===== src/rtl/rst_pkg.sv =====
// ============================================================================
// rst_pkg : shared types and constants for the reset sequencer
// Rev 1.0 : initial release
// ============================================================================
`default_nettype none

package rst_pkg;

  typedef enum logic [1:0] {
    ST_HOLD    = 2'd0,
    ST_RELEASE = 2'd1,
    ST_RUN     = 2'd2
  } rst_state_e;

  typedef logic [3:0] rst_cause_t;

  localparam int unsigned CAUSE_POR = 0;
  localparam int unsigned CAUSE_SW  = 1;
  localparam int unsigned CAUSE_WDT = 2;
  localparam int unsigned CAUSE_DBG = 3;

endpackage

`default_nettype wire


===== src/rtl/rst_seq_ctrl.sv =====
// ============================================================================
// rst_seq_ctrl : ordered release of per-domain active-low resets with
//                request-driven re-sequencing and sticky reset cause
// Rev 1.0 : initial release
// ============================================================================
`default_nettype none

module rst_seq_ctrl
  import rst_pkg::*;
#(
  parameter int unsigned N_STAGE     = 3,
  parameter int unsigned HOLD_CYCLES = 16,
  parameter int unsigned STAGE_GAP   = 4
) (
  input  logic               clk_i,
  input  logic               rst_ni,
  input  logic               sw_rst_req_i,
  input  logic               wdt_rst_req_i,
  input  logic               dbg_rst_req_i,
  input  logic               cause_clr_i,
  output logic [N_STAGE-1:0] rstn_o,
  output logic               rst_done_o,
  output rst_cause_t         rst_cause_o
);

  localparam int unsigned c_cnt_max = (HOLD_CYCLES > STAGE_GAP) ? HOLD_CYCLES : STAGE_GAP;
  localparam int unsigned CNT_W     = $clog2(c_cnt_max + 1);
  localparam int unsigned c_idx_w   = $clog2(N_STAGE + 1);

  localparam logic [CNT_W-1:0]   c_hold_last = CNT_W'(HOLD_CYCLES - 1);
  localparam logic [CNT_W-1:0]   c_gap_last  = CNT_W'(STAGE_GAP - 1);
  localparam logic [c_idx_w-1:0] c_idx_last  = c_idx_w'(N_STAGE - 1);

  rst_state_e           r_state;
  logic [CNT_W-1:0]     r_cnt;
  logic [c_idx_w-1:0]   r_idx;
  logic [N_STAGE-1:0]   r_rstn;
  logic                 r_done;
  rst_cause_t           r_cause;

  rst_cause_t           w_set;
  logic                 w_req;

  always_comb begin
    w_set            = '0;
    w_set[CAUSE_SW]  = sw_rst_req_i;
    w_set[CAUSE_WDT] = wdt_rst_req_i;
    w_set[CAUSE_DBG] = dbg_rst_req_i;
    w_req            = |w_set;
  end

  always_ff @(posedge clk_i or negedge rst_ni) begin
    if (!rst_ni) begin
      r_state <= ST_HOLD;
      r_cnt   <= '0;
      r_idx   <= '0;
      r_rstn  <= '0;
      r_done  <= 1'b0;
      r_cause <= rst_cause_t'(1 << CAUSE_POR);
    end else begin
      // A request in the same cycle as a clear keeps its own bit; all others drop.
      if (r_state == ST_RUN && cause_clr_i)
        r_cause <= w_set;
      else
        r_cause <= r_cause | w_set;

      if (w_req) begin
        r_state <= ST_HOLD;
        r_cnt   <= '0;
        r_idx   <= '0;
        r_rstn  <= '0;
        r_done  <= 1'b0;
      end else begin
        case (r_state)
          ST_HOLD: begin
            if (r_cnt == c_hold_last) begin
              r_cnt  <= '0;
              r_idx  <= c_idx_w'(1);
              r_rstn <= (r_rstn << 1) | N_STAGE'(1);
              if (N_STAGE == 1) begin
                r_state <= ST_RUN;
                r_done  <= 1'b1;
              end else begin
                r_state <= ST_RELEASE;
              end
            end else begin
              r_cnt <= r_cnt + CNT_W'(1);
            end
          end
          ST_RELEASE: begin
            if (r_cnt == c_gap_last) begin
              r_cnt  <= '0;
              r_idx  <= r_idx + c_idx_w'(1);
              // Shifting a one in keeps the release a strict ascending thermometer.
              r_rstn <= (r_rstn << 1) | N_STAGE'(1);
              if (r_idx == c_idx_last) begin
                r_state <= ST_RUN;
                r_done  <= 1'b1;
              end
            end else begin
              r_cnt <= r_cnt + CNT_W'(1);
            end
          end
          ST_RUN: begin
          end
          default: begin
            r_state <= ST_HOLD;
            r_cnt   <= '0;
            r_idx   <= '0;
            r_rstn  <= '0;
            r_done  <= 1'b0;
          end
        endcase
      end
    end
  end

  assign rstn_o      = r_rstn;
  assign rst_done_o  = r_done;
  assign rst_cause_o = r_cause;

  a_cnt_range: assert property (@(posedge clk_i) disable iff (!rst_ni)
                                r_cnt < CNT_W'(c_cnt_max));

endmodule

`default_nettype wire


===== config.mk =====
export PLATFORM = sky130hd
export DESIGN_NAME = rst_seq_ctrl
export DESIGN_NICKNAME = d
export VERILOG_FILES = /design/src/rtl/rst_pkg.sv /design/src/rtl/rst_seq_ctrl.sv
export SDC_FILE = /design/constraint.sdc
export NUM_CORES = 1
export LEC_CHECK = 0
export BUFFER_PORTS_ARGS = -buffer_cell sky130_fd_sc_hd__buf_2
export CELL_PAD_IN_SITES_DETAIL_PLACEMENT = 0
export CELL_PAD_IN_SITES_GLOBAL_PLACEMENT = 1
export CORE_MARGIN = 2
export CORE_UTILIZATION = 37
export DETAILED_ROUTE_END_ITERATION = 8
export HOLD_SLACK_MARGIN = 0.05
export PLACE_DENSITY_LB_ADDON = 0.12
export SYNTH_ARGS = -nofsm -noshare
export SYNTH_HDL_FRONTEND = slang
export SYNTH_SLANG_ARGS = --single-unit
export TNS_END_PERCENT = 20

===== constraint.sdc =====
create_clock -name clk_i -period 2.3 [get_ports clk_i]
set_input_delay 0.115 -clock clk_i [delete_from_list [all_inputs] [get_ports clk_i]]
set_output_delay 0.115 -clock clk_i [all_outputs]
set_load 0.01 [all_outputs]

**Word level (Yosys, flattened, before mapping)**

Cells that the tools add are included.

- Register bits after elaboration: 17

- Reductions and logical operators: 7
- Multiplexer cells: 21
- Equality and inequality tests: 10
- Bitwise gates (word level): 1
- Add/sub/neg operators: 2

Operators with widths:

| operator | count |
|---|---|
| $mux 5 | 3 |
| $pmux 5 s3 | 1 |
| $mux 2 | 6 |
| $pmux 2 s3 | 2 |
| $mux 3 | 3 |
| $ne 3x3->1 const B | 3 |
| $pmux 3 s3 | 1 |
| $reduce_and 3->1 | 2 |
| $add 5x1->5 const B | 1 |
| $eq 5x2->1 const B | 1 |
| $eq 5x4->1 const B | 1 |
| $eq 2x2->1 const B | 2 |
| $mux 4 | 1 |
| $or 4x4->4 | 1 |
| $reduce_and 4->1 | 1 |
| $mux 1 | 3 |
| $reduce_or 3->1 | 1 |
| $add 2x1->2 const B | 1 |
| $eq 2x1->1 const B | 1 |
| $logic_not 2->1 | 1 |
| $ne 2x1->1 const B | 1 |
| $ne 2x2->1 const B | 1 |
| $pmux 1 s2 | 1 |
| $reduce_or 2->1 | 1 |
| $logic_and 1x1->1 | 1 |

**Logic depth before layout (Yosys ltp)**

Gate-level depths: netlist (run 1).

- Word-level depth: 5
- Gate-level depth with buffers: 8

**Worst setup path before layout (run 1)**

No wires, ideal clock.

- Kind: register -> register
- Start: register r_cnt[0]
- End: register r_rstn[1], in the netlist rstn_o[1]
- Library setup time: 0.137 ns
- Data arrival time: 1.488 ns
- Cell stages (with the launch flop): 8
- Path slack: 0.675 ns
- Path buffers: 0
- Required time: 2.163 ns
- Cells stage by stage: dfrtp_1 -> ha_1 -> nand3_1 -> inv_1 -> ha_1 -> or2_2 -> o211ai_1 -> o21ai_0

- Longest elaborated chain between the ends: 3

Ends and longest elaborated chain:

| item | RTL line | source |
|---|---|---|
| start: declaration | rst_seq_ctrl.sv:35 | `logic [CNT_W-1:0] r_cnt;` |
| start signal: assignment | rst_seq_ctrl.sv:87 | `r_cnt <= r_cnt + CNT_W'(1);` |
| start signal: assignment | rst_seq_ctrl.sv:101 | `r_cnt <= r_cnt + CNT_W'(1);` |
| $eq 5x2->1 / $eq 5x4->1 (equally long branches) | rst_seq_ctrl.sv:91, rst_seq_ctrl.sv:76 |  |
| $ne 3x3->1 (no source line) | -- |  |
| $reduce_and 3->1 (no source line) * | -- |  |
| end signal: assignment | rst_seq_ctrl.sv:79 | `r_rstn <= (r_rstn << 1) \| N_STAGE'(1);` |
| end signal: assignment | rst_seq_ctrl.sv:95 | `r_rstn <= (r_rstn << 1) \| N_STAGE'(1);` |
| end: declaration | rst_seq_ctrl.sv:37 | `logic [N_STAGE-1:0] r_rstn;` |

Mark *: on every way between the ends. The rest lies on a longest branch, timed or not.
A chain may end at the register's enable or synchronous reset.

**Worst setup path after layout (run 1)**

- Start: register r_cnt[0]
- End: register r_rstn[2], in the netlist rstn_o[2]

The elaborated chain is that of the path after synthesis.

==> impl_results.md, run 1 <==
- Yosys reg bits: 17
- H-tree Lvls: 1
- WL/cell: approximately 13 um
- Setup TNS: 0 ps
- Synth cell count leaders: dfrtp_1, nand2_1, a21oi_1, nand3_1, nor2_1
- RSZ-0062 raised after global routing: false
- Worst slew margin: 56.3%
- Pwr dens: ~460 nW/um^2
- Slew Limit Fails: 0
- Die ar.: between 2000 and 3000 um^2
- Root cell of the clock tree: clkbuf_4
- Clock buffer depth: 2
- Drt total wl: around 1.8 mm
- CTS resizes: 0
- Post-synth cell types: 31
- Via count: 706
- WP data required: roughly 2500 ps
- Worst Path Max Fanout: 5
- CP Data Arrival Time: approximately 2000 ps
- First DRT Iteration DRCs: 6
- FFs w/ async S/R, synth: 100%
- Final RePlAce weighted congestion: about 0.8
- Sequential share of the synthesized area: 47.4%
- Most common cell in the synthesized netlist: dfrtp_1
- Clk sink count: 17
- Util after Layout: between 40% and 50%
- Remaining global-route overflow: 0
- # IOs: 14
- Number of iterations in the first detailed-routing pass: 3
- Gr usage total: roughly 16%
- Number of port buffers: 13
- Power consumption: between 400 and 500 uW
- Dpl cells: roughly 130
- Area contributors post-synth: dfrtp_1, ha_1, nand2_1
- Period minus WS final: 1780 ps
- Fraction of layout cells with a size suffix above 1: 22.5%
- Fmax: ~560 MHz
- Diodes inserted: 0
- Dpl hpwl: roughly 1.3 mm
- Synth top area share: 44.5%
- Layout Area Growth over Synthesis: 16.4%
- Clock Latency Late Sink: around 280 ps
- CP Capture Type: flop
- Worst-margin pin slew: 652 ps
- Hold WS: approximately 160 ps
- Final clock skew: between 2 and 3 ps
- Final net count: roughly 120
- Worst hold path type: in -> reg
- Largest area contributor in the netlist: dfrtp_1
- Final worst-path cycle share: ~78%
- Clk slew on worst S/H paths: approximately 100 ps
- Setup crit start kind: flop
- Initial antenna violation count: 0
- Initial Util: around two fifths
- Mean area per synthesized cell: slightly below 10 um^2
- Cell count after synthesis: between 90 and 100
- Fill cell count: 222
- Outcome: complete, no violations
- Largest net degree at the start of global routing: 18
- Die Height: between 50 and 60 um
- CTS tree: yes
- Non-Filler Instances: 139
- EDFF count, synth: 0
- First-pass GRT wire length: around 3.2 mm
- Max Cap Viol: 0
- Vias per inst: roughly 5
- Pleak: approximately 0.00045 uW
- Vias in the first global route: just under 700
- FP Rows: 17
- Core Area: roughly 2300 um^2
- Most used flip-flop cell after synthesis: dfrtp_1
- Netlist Area Pre-Place: about 900 um^2
- Final Hold Viols: 0
- Hold Path Depth: 3
- Warnings from Yosys: 0
- Peak supply drop: 0.273 mV
- Worst r2r path cells: 8
- CP Class: reg -> reg
- Routed Antenna Nets: 0
- Die width: approximately 53 um
- DRC viols: 0
- Final setup viols: 0
- Synthesized Nets: about 100
- CTS buffer count: 3
path summary, 6_finish.rpt:
check | endpoint | slack (ps) | startpoint
setup reg to reg | rstn_o[2]$_DFFE_PN0P_ | 520 | r_cnt[0]$_DFFE_PN0N_
hold / removal | rst_cause_o[0]$_DFFE_PN1P_ | 160 | cause_clr_i
min in group asynchronous | rst_done_o$_DFFE_PN0P_ | 270 | rst_ni
hold reg to reg | rst_cause_o[2]$_DFF_PN0_ | 480 | rst_cause_o[2]$_DFF_PN0_
setup / recovery | rstn_o[2]$_DFFE_PN0P_ | 520 | r_cnt[0]$_DFFE_PN0N_
max in group asynchronous | rst_cause_o[0]$_DFFE_PN1P_ | 1720 | rst_ni
worst max-delay path, stage by stage, from the launching register on:
cell      delay, ps
dfrtp_1         420
ha_1            250
nand3_1         100
inv_1            50
ha_1            180
or2_2           300
o211ai_1        180
nand3_1         110
o21ai_0         110
stage by stage:
| stage | setup slack, ps | cell area, um^2 |
|---|---|---|
| 2_1_floorplan | 675 | 900 |
| 3_3_place_gp | 585 | 981 |
| 3_5_place_dp | 540 | 981 |
| 4_1_cts | 508 | 1050 |
| 5_1_grt | 304 | 1050 |
| 6_report | 516 | 1050 |
per-layer routing:
layer / track usage, % / share of wire [%] / vias to the layer above
met3: 3.39 / 2.4 / 2
met1: 21.2 / 48 / 334
met2: 25.3 / 48 / 9
met4: 5.13 / 0.78 / 0
met5: 0 / 0 / -
li1: - / - / 361
cells by family (layout without fill, tap and decap cells):
logic type | Yosys count | in the layout | synth area share [%]
buffers and inverters | 8 | 26 | 4.59
flip-flops | 17 | 17 | 47.4
AND/OR/NAND/NOR | 41 | 41 | 26.0
AO/OA/AOI/OAI | 23 | 23 | 16.4
adder cells (fa/ha/maj) | 4 | 4 | 5.56
timing repair:
item                                    in CTS  in global routing
buffers inserted                             0                  0
hold endpoints to repair                    20                  0
endpoints found under the setup margin       0                  0
hold buffers                                 4                  0
state kept, by name, summed over array words and instances, names as in the netlist:
signal and count:
r_idx 2, r_state 2, r_cnt 5, rstn_o 3
rst_cause_o 4, rst_done_o 1
report_power, final:
group / total, uW / internal, uW / switching [uW]
clock network: 158 / 67.2 / 90.8
registers: 301 / 300 / 0.845
logic: 23.8 / 9.72 / 14.1
total: 482 / 377 / 106
placed cells by master (no fill, tap or decap), types with 2 or more instances in the layout:
master         netlist  routed
nand2_1             12      12
nand3_1              6       6
nor2b_1              2       2
a21oi_1              8       8
o21ai_0              5       5
a21o_1               3       3
nand3b_1             2       2
ha_1                 4       4
inv_1                4       4
buf_2                3      13
and3_1               2       2
clkbuf_4             0       3
dfrtp_1             16      16
nand2b_1             2       2
dlygate4sd3_1        0       4
o211ai_1             2       2
nor2_1               6       6
layout make-up:
| class | count | area, um^2 | share of cell area [%] |
|---|---|---|---|
| tap | 28 | 35.0 | 3.35 |
| inverter | 4 | 15.0 | 1.43 |
| sequential | 17 | 427 | 40.7 |
| timing repair buffer | 18 | 113 | 10.8 |
| multi-input combinational | 68 | 432 | 41.2 |
| clock buffer | 4 | 26.3 | 2.51 |
Power figures use the tool's default switching activity.
==> run 2, diff against run 1 <==
==> constraint.sdc (replaced) <==
create_clock -name clk_i -period 1.5 [get_ports clk_i]
set_input_delay 0.075 -clock clk_i [delete_from_list [all_inputs] [get_ports clk_i]]
set_output_delay 0.075 -clock clk_i [all_outputs]
set_load 0.01 [all_outputs]
==> run 2 against run 1 <==
  * The run now ends with setup timing left
  * Die area is the same
  * Highest routed layer unchanged
  * Cell area grew 16%
  * Wire length grew 13%
  * Total power grew 56%
  * Via count grew 10%
  * Sequential power grew 53%
  * First-iteration DRC count grew 83%
  * Worst hold slack lost 49 ps
  * Global-route usage grew 2.3 points
==> impl_results.md, run 2 (same netlist as run 1, synthesis figures left out) <==
- Dpl cells: between 100 and 150
- # IOs: 14
- Failing checks: setup timing
- Routed Antenna Nets: 0
- Max Cap Viol: 0
- DRC viols: 0
- Outcome: finished, violations left
- Fill cell count: approximately 240
- Initial Util: 39.9%
- Pwr dens: 616 nW/um^2
- Core Area: 2250 um^2
- Period minus WS final: approximately 1600 ps
- Fmax: ~610 MHz
- Worst slew margin: a little under three quarters
- Die Height: ~53 um
- Die width: approximately 53 um
- Worst Path Max Fanout: 5
- Remaining global-route overflow: 0
- Vias in the first global route: just under 800
- Final Hold Viols: 0
- Setup crit start kind: flop
- Peak supply drop: 0.630 mV
- FP Rows: 17
- Sequential Area: about 430 um^2
- Number of port buffers: 13
- Multi-input logic area: ~500 um^2
- Layout Area Growth over Synthesis: 35.3%
- Power consumption: approximately 750 uW
- Commonest non-fill, non-tap cell in the layout: dfrtp_1
- Vias per inst: 5.12
- Max FFs per register: 5
- Clock Latency Late Sink: between 200 and 300 ps
- Clk slew on worst S/H paths: ~100 ps
- Die ar.: ~2800 um^2
- Slew Limit Fails: 0
- Gr usage total: 18.2%
- Final clock skew: roughly 2.9 ps
- CTS buffer count: 3
- First-pass GRT wire length: 3.72 mm
- CP Class: reg -> reg
- Largest net degree at the start of global routing: 18
- WL/cell: ~13 um
- Clk sink count: 17
- Worst-margin pin slew: approximately 430 ps
- Final setup viols: 8
- Fraction of layout cells with a size suffix above 1: between 40% and 50%
- Most frequent cells in the layout: dfrtp_1, buf_4, buf_2
- Drt total wl: 2.03 mm
- CP Data Arrival Time: 1830 ps
- Final worst-path cycle share: 110%
- Final net count: roughly 140
- Number of iterations in the first detailed-routing pass: 3
- Worst Setup Slack, final: -144 ps
- Initial antenna violation count: 0
- Clock buffer depth: 2
- Worst hold path type: in -> reg
- Root cell of the clock tree: clkbuf_4
- CP Capture Type: flop
- Final RePlAce weighted congestion: between 0.8 and 0.9
- First DRT Iteration DRCs: 11
- Non-Filler Instances: 152
- Via count: slightly below 800
- CTS tree: yes
- Diodes inserted: 0
- Top reg by flops: r_cnt
- Pleak: 0.000519 uW
- H-tree Lvls: 1
- RSZ-0062 raised after global routing: true
- WP data required: 1690 ps
- Dpl hpwl: 1.49 mm
-- run 2: cell types whose count changed in the layout (fill, tap and decap cells not counted), sizes merged --
| cell | change |
|---|---|
| buf | +13 |
| clkbuf | -1 |
| clkinv | +1 |
-- run 2: path summary, 6_finish.rpt --
check,end,cells after the start,slack (ps),start
max in group asynchronous,rst_cause_o[0]$_DFFE_PN1P_,2,960,rst_ni
min in group asynchronous,r_cnt[1]$_DFFE_PN0N_,2,220,rst_ni
setup reg to reg,rstn_o[1]$_DFFE_PN0P_,8,-140,r_cnt[1]$_DFFE_PN0N_
hold / removal,rst_cause_o[0]$_DFFE_PN1P_,3,110,cause_clr_i
setup / recovery,rstn_o[1]$_DFFE_PN0P_,8,-140,r_cnt[1]$_DFFE_PN0N_
hold reg to reg,rst_cause_o[3]$_DFF_PN0_,1,490,rst_cause_o[3]$_DFF_PN0_
-- run 2: final cells by class --
class / instances / area share (%)
clock inverters: 1 / 0.411
well taps: 28 / 2.88
flip-flops and latches: 17 / 35.0
multi-input cells: 68 / 41.3
clock buffers: 3 / 1.85
repair buffers: 31 / 17.3
inverters: 4 / 1.23
-- run 2: power breakdown --
part,internal [uW],switching [uW]
combinational,19.5,24.7
sequential,459,0.861
clock,99.2,147
-- run 2: metal layers --
metal | track usage [%] | routed length (um)
met1 | 23.3 | 952
met2 | 29.6 | 991
met3 | 5.93 | 73
met4 | 3.85 | 14
met5 | 0 | 0
-- run 2: critical path: stages (launching register included) --
cell	delay, ps
dfrtp_1	400
ha_2	200
nand3_2	70
inv_2	50
ha_4	150
or2_4	240
o211ai_1	210
buf_4	190
o21ai_2	40
-- run 2: per-stage QoR --
step	setup slack (ps)	util, %	TNS, ps	cell area (um^2)	hold slack, ps
floorplan	8.05	-	0	926	-221
global placement	-40.8	48.0	-142	1080	29.0
detailed placement	-79.5	48.0	-408	1080	25.1
CTS	-111	52.3	-593	1180	92.1
global route	-282	54.0	-1950	1220	124
finish	-144	54.0	-527	1220	107
-- run 2: what timing repair did --
action | in CTS | in global routing
endpoints found under the setup margin | 8 | 12
buffers inserted | 2 | 1
cloned | 0 | 0
hold buffers | 4 | 0
pin swaps | 6 | 7
hold endpoints to repair | 20 | 0
resized for setup | 3 | 7
==> run 3, diff against run 2 <==
--- a/config.mk
+++ b/config.mk
@@ -8,11 +8,14 @@
 export BUFFER_PORTS_ARGS = -buffer_cell sky130_fd_sc_hd__buf_2
 export CELL_PAD_IN_SITES_DETAIL_PLACEMENT = 0
 export CELL_PAD_IN_SITES_GLOBAL_PLACEMENT = 1
+export CORE_ASPECT_RATIO = 0.75
 export CORE_MARGIN = 2
 export CORE_UTILIZATION = 37
 export DETAILED_ROUTE_END_ITERATION = 8
+export GPL_ROUTABILITY_DRIVEN = 0
 export HOLD_SLACK_MARGIN = 0.05
 export PLACE_DENSITY_LB_ADDON = 0.12
+export SETUP_SLACK_MARGIN = 0.1
 export SYNTH_ARGS = -nofsm -noshare
 export SYNTH_HDL_FRONTEND = slang
 export SYNTH_SLANG_ARGS = --single-unit
==> run 3 against run 2 <==
  * The run still ends with setup timing left
  * Cell area down 2.7%
  * Non-clock buffer count down 1
  * Via count up 0.13%
  * Sequential power about the same
  * First-iteration DRC count rose to 3.2 times the previous value
  * Critical path depth unchanged
  * Setup slack better by 99 ps
  * Clock-buffer cell count up 1
  * Largest power group unchanged
==> impl_results.md, run 3 (same netlist as run 1, synthesis figures left out) <==
- Outcome: finished, violations left
- Failing checks: setup timing
- First-pass GRT wire length: roughly 3.2 mm
- Remaining global-route overflow: 0
- Power consumption: roughly 760 uW
- Worst Path Max Fanout: 5
- Routed Antenna Nets: 0
- Clock Latency Late Sink: 300 ps
- Diodes inserted: 0
- Slew Limit Fails: 0
- DRC viols: 0
- Worst Setup Slack, final: -45.1 ps
- CP Capture Type: flop
- Final Hold Viols: 0
- FF-to-FF End: rstn_o[2]$_DFFE_PN0P_
- Initial Util: 39.0%
- Core Area: approximately 2300 um^2
- Max FFs per register: 5
- H-tree Lvls: 1
- Vias in the first global route: 704
- Initial antenna violation count: 0
- Drt total wl: 1.99 mm
- CP Data Arrival Time: roughly 1800 ps
- Reg2reg setup slack: -50 ps
- Peak supply drop: around 0.40 mV
- CP Class: reg -> reg
- Pwr dens: 645 nW/um^2
- Gr usage total: ~16%
- Root cell of the clock tree: clkbuf_4
- WL/cell: 12.6 um
- Pleak: approximately 0.00050 uW
- Hold Path Depth: 3
- Period minus WS final: about 1500 ps
- Final worst-path cycle share: 103%
- RSZ-0062 raised after global routing: true
- Die width: 60.9 um
- Number of port buffers: 13
- Worst hold path type: in -> reg
- CTS tree: yes
- Hold WS: 113 ps
- # IOs: 14
- WP data required: 1730 ps
- Vias per inst: 4.96
- Clk slew on worst S/H paths: roughly 110 ps
- Clock buffer depth: 2
- Commonest non-fill, non-tap cell in the layout: dfrtp_1
- Most frequent cells in the layout: dfrtp_1, buf_2, buf_4
- Setup crit start kind: flop
- First DRT Iteration DRCs: 35
- Top reg by flops: r_cnt
- Worst r2r src: r_cnt[1]$_DFFE_PN0N_
- Worst r2r path cells: 8
- Final net count: 134
- Dpl hpwl: around 1.4 mm
- Number of iterations in the first detailed-routing pass: 4
- Via count: about 780
- Clk sink count: 17
- Layout Area Growth over Synthesis: 31.7%
- Final clock skew: 10.8 ps
- FP Rows: 15
- Worst slew margin: roughly 74%
- Fraction of layout cells with a size suffix above 1: a little over a third
- Die Height: ~47 um
- CTS buffer count: 3
- Largest net degree at the start of global routing: 18
- Hold Crit Start: cause_clr_i
- Die ar.: about 2800 um^2
- Worst-margin pin slew: 391 ps
- Fmax: approximately 650 MHz
- Hold Path End: rst_cause_o[0]$_DFFE_PN1P_
- Final setup viols: 8
- Max Cap Viol: 0
-- run 3: what timing repair did --
action | 4_1_cts | 5_1_grt
buffers inserted | 2 | 1
endpoints found under the setup margin | 11 | 13
pin swaps | 4 | 4
hold endpoints to repair | 20 | 0
gates resized for setup | 2 | 2
hold buffers | 4 | 0
-- run 3: power breakdown --
group	switching [uW]	leakage [uW]	internal (uW)
Sequential	0.840	0.000218	460
Combinational	24.7	0.000271	20.5
Clock	155	0.0000150	103
Total	180	0.000504	583
-- run 3: layer usage --
layer  global-route usage, %  vias to the layer above  wire [um]
met5                       0                        -          0
met4                    3.48                        0          0
met3                    6.74                        0         99
met2                    23.4                       15        899
met1                    21.7                      376        987
li1                        -                      388          -
-- run 3: worst max-delay path by stage --
stage,to,cells after the start,slack [ps],start
floorplan,rstn_o[1]$_DFFE_PN0P_,8,8,r_cnt[0]$_DFFE_PN0N_
global placement,rstn_o[2]$_DFFE_PN0P_,8,-40,r_cnt[1]$_DFFE_PN0N_
detailed placement,rstn_o[2]$_DFFE_PN0P_,8,-70,r_cnt[1]$_DFFE_PN0N_
CTS,rstn_o[2]$_DFFE_PN0P_,8,-80,r_cnt[0]$_DFFE_PN0N_
global route,rstn_o[2]$_DFFE_PN0P_,8,-150,r_cnt[0]$_DFFE_PN0N_
finish,rstn_o[2]$_DFFE_PN0P_,8,-50,r_cnt[1]$_DFFE_PN0N_
-- run 3: layout make-up --
type                            instances  area (um^2)
Fill cell                             222         1120
Multi-Input combinational cell         68          472
Sequential cell                        17          427
Timing Repair Buffer                   30          203
Tap cell                               34         42.5
Clock buffer                            4         26.3
Inverter                                4         15.0
-- run 3: worst max-delay path: stages, from the launching register on --
cell and delay (ps):
dfrtp_1 390, ha_2 190, nand3_2 80, inv_2 50
ha_4 150, or2_4 230, o211ai_1 190, nand3_1 110
o21ai_1 90
-- run 3: per-stage QoR --
stage / instance area [um^2] / setup TNS [ps] / instances / utilization [%] / worst slack, ps
finish: 1180 / -207 / 157 / 51.3 / -45.1
floorplan: 926 / 0 / 93 / - / 8.05
global route: 1180 / -1250 / 157 / 51.3 / -149
detailed placement: 1080 / -267 / 146 / 46.9 / -67.7
global placement: 1080 / -71.0 / 146 / 46.9 / -41.0
CTS: 1170 / -389 / 156 / 50.8 / -79.3
